File: src/rtl/hazard_ctrl_unit.sv
// Pipeline hazard controller for the five-stage core: forwarding, load-use,
// branch flush, multi-cycle mul/div occupancy and data-memory wait states.
module hazard_ctrl_unit #(
  parameter int RA_W   = 5,
  parameter int MD_LAT = 4,
  parameter int CNT_W  = 16
) (
  input  logic             clk,
  input  logic             rst_n,
  input  logic [RA_W-1:0]  rs1D,
  input  logic [RA_W-1:0]  rs2D,
  input  logic [RA_W-1:0]  rs1E,
  input  logic [RA_W-1:0]  rs2E,
  input  logic [RA_W-1:0]  rdE,
  input  logic [RA_W-1:0]  rdM,
  input  logic [RA_W-1:0]  rdW,
  input  logic             regWriteM,
  input  logic             regWriteW,
  input  logic             resultSrcE0,
  input  logic [1:0]       pcSrcE,
  input  logic             mdStartE,
  input  logic             memReqM,
  input  logic             memReadyM,
  input  logic             clrStats,
  output logic [1:0]       forwardAE,
  output logic [1:0]       forwardBE,
  output logic             stallF,
  output logic             stallD,
  output logic             stallE,
  output logic             stallM,
  output logic             flushD,
  output logic             flushE,
  output logic             flushM,
  output logic             flushW,
  output logic             mdBusy,
  output logic [CNT_W-1:0] stallCount
);

  localparam int CW = (MD_LAT > 1) ? $clog2(MD_LAT + 1) : 1;
  localparam logic [CW-1:0] CNT_LOAD = CW'(MD_LAT - 1);
  localparam logic [CW-1:0] CNT_ONE  = CW'(1);
  localparam bit MULTI = (MD_LAT > 1);

  typedef enum logic {IDLE = 1'b0, MD_BUSY = 1'b1} md_state_t;

  md_state_t        r_state;
  logic [CW-1:0]    r_cnt;
  logic [CNT_W-1:0] r_stall_cnt;

  logic w_mem_stall;
  logic w_md_stall;
  logic w_stall_e;
  logic w_branch;
  logic w_load_use;
  logic w_lw_stall;

  function automatic logic [1:0] fwd_sel(input logic [RA_W-1:0] rs);
    if (rs == '0)                   return 2'b00;
    else if (rs == rdM && regWriteM) return 2'b10;
    else if (rs == rdW && regWriteW) return 2'b01;
    else                             return 2'b00;
  endfunction

  assign forwardAE = fwd_sel(rs1E);
  assign forwardBE = fwd_sel(rs2E);

  // Mul/div stalls Execute from its first cycle; the release cycle (cnt==1) lets it advance.
  assign w_mem_stall = memReqM && !memReadyM;
  assign w_md_stall  = ((r_state == IDLE) && mdStartE && MULTI) ||
                       ((r_state == MD_BUSY) && (r_cnt > CNT_ONE));
  assign w_stall_e   = w_mem_stall || w_md_stall;
  assign w_branch    = (pcSrcE != 2'b00) && !w_stall_e;
  assign w_load_use  = resultSrcE0 && (rdE != '0) && ((rs1D == rdE) || (rs2D == rdE));
  assign w_lw_stall  = w_load_use && !w_stall_e && !w_branch;

  assign stallF = w_stall_e || w_lw_stall;
  assign stallD = w_stall_e || w_lw_stall;
  assign stallE = w_stall_e;
  assign stallM = w_mem_stall;
  assign flushW = w_mem_stall;
  assign flushM = w_md_stall && !w_mem_stall;
  assign flushD = w_branch;
  assign flushE = w_branch || w_lw_stall;
  assign mdBusy = (r_state == MD_BUSY);
  assign stallCount = r_stall_cnt;

  always_ff @(posedge clk or negedge rst_n) begin
    if (!rst_n) begin
      r_state <= IDLE;
      r_cnt   <= '0;
    end else begin
      case (r_state)
        IDLE: begin
          if (mdStartE && MULTI && !w_mem_stall) begin
            r_state <= MD_BUSY;
            r_cnt   <= CNT_LOAD;
          end
        end
        MD_BUSY: begin
          if (!w_mem_stall) begin
            r_cnt <= r_cnt - CNT_ONE;
            if (r_cnt == CNT_ONE) r_state <= IDLE;
          end
        end
        default: r_state <= IDLE;
      endcase
    end
  end

  always_ff @(posedge clk or negedge rst_n) begin
    if (!rst_n)                      r_stall_cnt <= '0;
    else if (clrStats)               r_stall_cnt <= '0;
    else if (stallF && r_stall_cnt != '1) r_stall_cnt <= r_stall_cnt + 1'b1;
  end

endmodule

File: config.mk
export PLATFORM = sky130hd
export DESIGN_NAME = hazard_ctrl_unit
export DESIGN_NICKNAME = d
export VERILOG_FILES = /design/src/rtl/hazard_ctrl_unit.sv
export SDC_FILE = /design/constraint.sdc
export NUM_CORES = 1
export LEC_CHECK = 0
export BUFFER_PORTS_ARGS = -buffer_cell sky130_fd_sc_hd__clkbuf_2
export CAP_MARGIN = 20
export CORE_ASPECT_RATIO = 1.2
export CORE_MARGIN = 3
export CORE_UTILIZATION = 46
export DETAILED_ROUTE_END_ITERATION = 10
export GPL_ROUTABILITY_DRIVEN = 0
export GPL_TIMING_DRIVEN = 0
export PLACE_DENSITY = 0.84
export SLEW_MARGIN = 40
export SYNTH_ARGS = -nofsm -noshare
export SYNTH_HDL_FRONTEND = slang
export SYNTH_SLANG_ARGS = --single-unit
File: constraint.sdc
create_clock -name clk -period 2.55 [get_ports clk]
set_input_delay 0 -clock clk [delete_from_list [all_inputs] [get_ports clk]]
set_output_delay 0 -clock clk [all_outputs]
set_load 0.005 [all_outputs]
== Yosys cells after proc, flatten, opt, wreduce, memory -nomap -nowiden ==
Index checks and enable logic that the tools add are counted.

* Register bits after elaboration: 20
* Latch bits: 0
* Memory bits (writable): 0
* Memory bits (read-only): 0
* Input port bits: 46
* Output and inout bits: 29
* Logic and storage cells: 62
* Memories: 0

* Add/sub/neg operators: 2
* Multipliers: 0
* Divide/modulo/power cells: 0
* Magnitude comparators: 1
* Eq/ne operators: 10
* Shifts and indexed selects: 0
* Multiplexer cells: 15
* Bitwise gates (word level): 1
* Reductions and logical operators: 30

{| class="wikitable"
|+ Operators by type and width
! cell !! count
|-
| 16-bit two-way mux || 2
|-
| 5-bit equality test || 6
|-
| 16-bit by 1-bit adder with 16-bit output (second input constant) || 1
|-
| 16-bit != test (second input constant) || 1
|-
| 1-bit logical AND || 15
|-
| 5-bit zero test || 2
|-
| 2-bit two-way mux || 4
|-
| 3-bit two-way mux || 2
|-
| 3-bit case mux with 2 select lines || 1
|-
| 1-bit logical OR || 5
|-
| 1-bit two-way mux || 5
|-
| 5-bit nonzero test || 1
|-
| 1-bit zero test || 4
|-
| 2-bit nonzero test || 2
|-
| 3-bit by 1-bit equality test with 1-bit output (second input constant) || 1
|-
| 3-bit by 1-bit > comparator with 1-bit output (second input constant) || 1
|-
| 3-bit by 1-bit subtractor with 3-bit output (second input constant) || 1
|-
| 2-bit by 1-bit != test with 1-bit output (second input constant) || 1
|-
| 2-bit != test (second input constant) || 1
|-
| 1-bit case mux with 2 select lines || 1
|-
| 2-bit AND reduction || 1
|-
| 1-bit NOT || 1
|}

== Logic depth before layout (Yosys ltp) ==
* Word-level depth: 12
* Gate-level depth with buffers: 10
* Depth with buffers taken out: 8

== Least setup slack after synthesis ==
Ideal clock, no wire load.

* Path type: register -> register
* Start: register r_cnt[0]
* End: register r_stall_cnt[5] (netlist: stallCount[5])
* Library setup time: 78 ps
* Arrival time: 1953 ps
* Required time: 2472 ps
* Setup slack: 520 ps
* Stages on the path, launching flop included: 9
* Buffers on the path: 1
* Period minus slack after synthesis: 2030 ps
* Cell sequence: dfrtp_1 > ha_1 > o21bai_1 > a31o_1 > a21oi_1 > a31oi_2 > buf_2 > or4_1 > a21oi_1

* Word-level cells in the longest chain between the ends: 11
* Elaborated cells between the ends (all ways): 12
* Classes of those cells: order compare (1); reduce/logical (11)

{| class="wikitable"
|+ Ends and longest elaborated chain
! element !! line !! source
|-
| from (decl) || 47 || <nowiki>logic [CW-1:0] r_cnt;</nowiki>
|-
| from (signal assigned) || 101 || <nowiki>r_cnt <= r_cnt - CNT_ONE;</nowiki>
|-
| 3-bit by 1-bit > comparator with 1-bit output * || 70 || <nowiki>((r_state == MD_BUSY) && (r_cnt > CNT_ONE));</nowiki>
|-
| 1-bit logical AND * || 70 ||
|-
| 1-bit logical OR * || 69 || <nowiki>assign w_md_stall = ((r_state == IDLE) && mdStartE && MULTI) ||</nowiki>
|-
| 1-bit logical OR * || 71 || <nowiki>assign w_stall_e = w_mem_stall || w_md_stall;</nowiki>
|-
| 1-bit zero test || 72, 74 ||
|-
| 1-bit logical AND || 72 || <nowiki>assign w_branch = (pcSrcE != 2'b00) && !w_stall_e;</nowiki>
|-
| 1-bit zero test || 74 || <nowiki>assign w_lw_stall = w_load_use && !w_stall_e && !w_branch;</nowiki>
|-
| 1-bit logical AND || 74 ||
|-
| 1-bit logical OR * || 76 || <nowiki>assign stallF = w_stall_e || w_lw_stall;</nowiki>
|-
| 1-bit logical AND * || 113 || <nowiki>else if (stallF && r_stall_cnt != '1) r_stall_cnt <= r_stall_cnt + 1'b1;</nowiki>
|-
| 2-bit nonzero test (no source line) * || n/a ||
|-
| to (signal assigned) || 113 ||
|-
| to (decl) || 48 || <nowiki>logic [CNT_W-1:0] r_stall_cnt;</nowiki>
|}

Mark *: on every way between the ends. The rest lies on a longest branch, timed or not.
A chain may end at the register's enable or synchronous reset.

== Final worst setup path ==
Ends and elaborated chain as after synthesis.

==> results.py <==
metrics = {
    "outcome": {
        "outcome": "finished, final reports clean",
    },
    "grt": {
        "grt_usage_pct": 18.4,
        "grt_pass1_wl_mm": 6.15,
        "grt_pass1_vias": 1575,
        "grt_overflow_total": 0,
        "grt_antenna_before_repair": 0,
        "grt_max_degree": 21,
    },
    "routing": {
        "vias_per_cell": 5.51,
        "wirelength_mm": 3.76,
        "antenna_left": 0,
        "drc": 0,
        "vias": 1664,
        "drtPass1Iterations": 4,
        "post_drt_wl_per_cell_um": 12.5,
        "drt-initial-drc-count": 55,
    },
    "critical_path": {
        "critPathKind": "reg2reg",
        "start_kind": "flip-flop",
        "required_ns": 2.78,
        "cp.arrival_ns": 2.48,
        "endpoint_kind": "flip-flop",
        "path_max_fanout": 10,
    },
    "timing": {
        "finalSetupViolCount": 0,
        "grt_setup_unrepaired": "no",
        "fin_setup_tns_ns": 0,
        "fin_crit_ns": 2.25,
        "worstMarginPinSlew_ns": 0.485,
        "period_share_pct": 88.1,
        "finalHoldViolCount": 0,
        "drv_slew": 0,
        "slew_headroom_pct": 67.7,
        "fin_worst_skew_ns": 0.00127,
        "max_freq_ghz": 0.445,
    },
    "clock_tree": {
        "postCtsSetupBuffers": 0,
        "cts_sinks": 20,
        "cts_hold_buf": 2,
        "clk_pin_slew_ns": 0.11,
        "numCtsBuffers": 3,
        "cts-root-buf": "clkbuf_4",
        "clk_latency_ns": 0.30,
        "cts_buffer_depth": 2,
        "postCtsResizedCells": 0,
        "cts_tree": "yes",
        "htreeDepth": 1,
    },
    "power_and_ir_drop": {
        "p_leak_nw": 0.933,
        "powerDensity_nw_per_um2": 544,
        "max-vdd-ir-drop_v": 0.000417,
    },
    "floorplanning": {
        "start_util_pct": 49.0,
        "die_w_um": 58.8,
        "rows": 22,
        "core_area_sq_um": 3140,
        "ios": 75,
        "die_h_um": 69.3,
        "dieArea_sq_um": 4080,
    },
    "synthesis": {
        "syn_avg_cell_area_sq_um": 8.22,
        "ys_types": 36,
        "synth-edff-count": 0,
        "synthesis.area_sq_um": 1540,
        "synth_nets": 236,
        "yosys_warnings": 0,
        "async_flop_share_pct": 100,
        "synth-seq-cells": 20,
        "netlist_instances": 187,
        "synthFlopType": "dfrtp_1",
        "seq_area_frac_synth_pct": 32.5,
    },
    "finish": {
        "syn2layout_area_growth_pct": 30.3,
        "final_nets": 316,
        "fin_util_pct": 63.9,
        "fin_area_sq_um": 2000,
        "diodes": 0,
        "drive_gt1_share_pct": 32.0,
        "instances_no_fill": 302,
        "fillers": 288,
    },
    "placed_design": {
        "place_area_sq_um": 1950,
        "io_buffers": 73,
        "hpwl_mm": 3.05,
        "dp.cells": 296,
    },
    "min_path": {
        "hp-class": "in2reg",
    },
    "flow_run": {
        "max-cap-violations": 0,
    },
}
[report_power, final]
part / leakage [nW] / switching [W] / internal (W)
Sequential: 0.267 / 0.0000557 / 0.000362
Clock: 0.0210 / 0.0000978 / 0.0000871
Combinational: 0.645 / 0.000257 / 0.000230
Total: 0.933 / 0.000411 / 0.000680
[synth_stat cells, types with 4 or more instances]
| master | n | area share (%) |
|---|---|---|
| o21ai_1 | 10 | 3.3 |
| xor2_1 | 12 | 6.8 |
| nor4_1 | 4 | 1.6 |
| xnor2_1 | 18 | 10 |
| o21ai_0 | 4 | 1.3 |
| nand4_1 | 4 | 1.6 |
| nor3_1 | 4 | 1.3 |
| nor2_1 | 15 | 3.7 |
| a21oi_1 | 16 | 5.2 |
| nand3_1 | 14 | 4.6 |
| inv_1 | 8 | 2.0 |
| or4_1 | 5 | 2.4 |
| dfrtp_1 | 20 | 33 |
| or3_1 | 10 | 4.1 |
| nand2_1 | 12 | 2.9 |
[layout make-up]
cell class              count  area, sq um  area share (%)
clock buffers               4         36.3            1.81
repair buffers             75          385            19.2
well taps                  36         45.0            2.25
flip-flops and latches     20          500            25.0
multi-input cells         152          957            47.8
inverters                   8         30.0            1.50
plain buffers               7         50.0            2.50
[final timing paths]
kind | startpoint | endpoint | slack [ns] | cells after the start
worst max-delay path | r_cnt[0]$_DFFE_PN0P_ | stallCount[5]$_DFFE_PN0P_ | 0.30 | 8
worst min-delay path | clrStats | stallCount[15]$_DFFE_PN0P_ | 0.04 | 2
worst max register to register | r_cnt[0]$_DFFE_PN0P_ | stallCount[5]$_DFFE_PN0P_ | 0.30 | 8
worst min register to register | r_cnt[0]$_DFFE_PN0P_ | r_cnt[0]$_DFFE_PN0P_ | 0.57 | 1
max in group asynchronous | rst_n | stallCount[1]$_DFFE_PN0P_ | 2.05 | 2
min in group asynchronous | rst_n | stallCount[8]$_DFFE_PN0P_ | 0.17 | 2
[registers in the layout (all words and copies together), names as in the netlist]
register    cells
r_cnt           3
mdBusy          1
stallCount     16
[kinds of logic after synthesis]
family / count (synthesis) / synth area share [%]
simple gates: 75 / 25.2
buf+inv: 15 / 5.21
xor+xnor: 30 / 17.1
mux: 2 / 1.63
compound gates: 42 / 15.9
flops: 20 / 32.5
fa+ha+maj: 3 / 2.44
[placed cells by master, fill, tap and decap left out, drive strengths merged, types with 2 or more instances in the layout]
| cell type | synthesis | routed |
|---|---|---|
| dfrtp | 20 | 20 |
| nand2 | 12 | 12 |
| nor3 | 4 | 4 |
| a21oi | 16 | 16 |
| nand4 | 4 | 4 |
| nor4 | 4 | 4 |
| xnor2 | 18 | 18 |
| o21ai | 14 | 14 |
| xor2 | 12 | 12 |
| dlygate4sd3 | 0 | 2 |
| o31ai | 3 | 3 |
| or4 | 5 | 5 |
| clkbuf | 1 | 78 |
| a31oi | 3 | 3 |
| or3 | 10 | 10 |
| ha | 3 | 3 |
| inv | 8 | 8 |
| buf | 6 | 6 |
| nand3 | 14 | 14 |
| nor2 | 15 | 15 |
| nor2b | 2 | 2 |
| a31o | 2 | 2 |
| and3 | 3 | 3 |
[worst max-delay path, cell delays in order (launching register included)]
cell and delay, ns:
dfrtp_1 0.45, ha_1 0.24, o21bai_1 0.16, a31o_1 0.26, a21oi_1 0.18, a31oi_2 0.07, buf_2 0.21, or4_1 0.47
a21oi_1 0.15
[layer usage]
| metal | share of wire (%) | up-vias | global-route usage, % | wire length [um] |
|---|---|---|---|---|
| li1 | - | 826 | - | - |
| met1 | 42 | 753 | 22.4 | 1560 |
| met2 | 49 | 78 | 31.2 | 1860 |
| met3 | 7.6 | 7 | 2.23 | 286 |
| met4 | 1.5 | 0 | 8.31 | 56 |
| met5 | 0 | - | 0 | 0 |
[through the flow]
stage                     total power (W)  setup slack (ns)  hold WS [ns]
final                             0.00109             0.304        0.0417
after global routing              0.00117             0.167        0.0517
after CTS                         0.00110             0.296        0.0420
after detailed placement         0.000914             0.329       -0.0208
after global placement           0.000901             0.400       -0.0125
after floorplan                  0.000720             0.520        -0.296
Power figures use the tool's default switching activity.
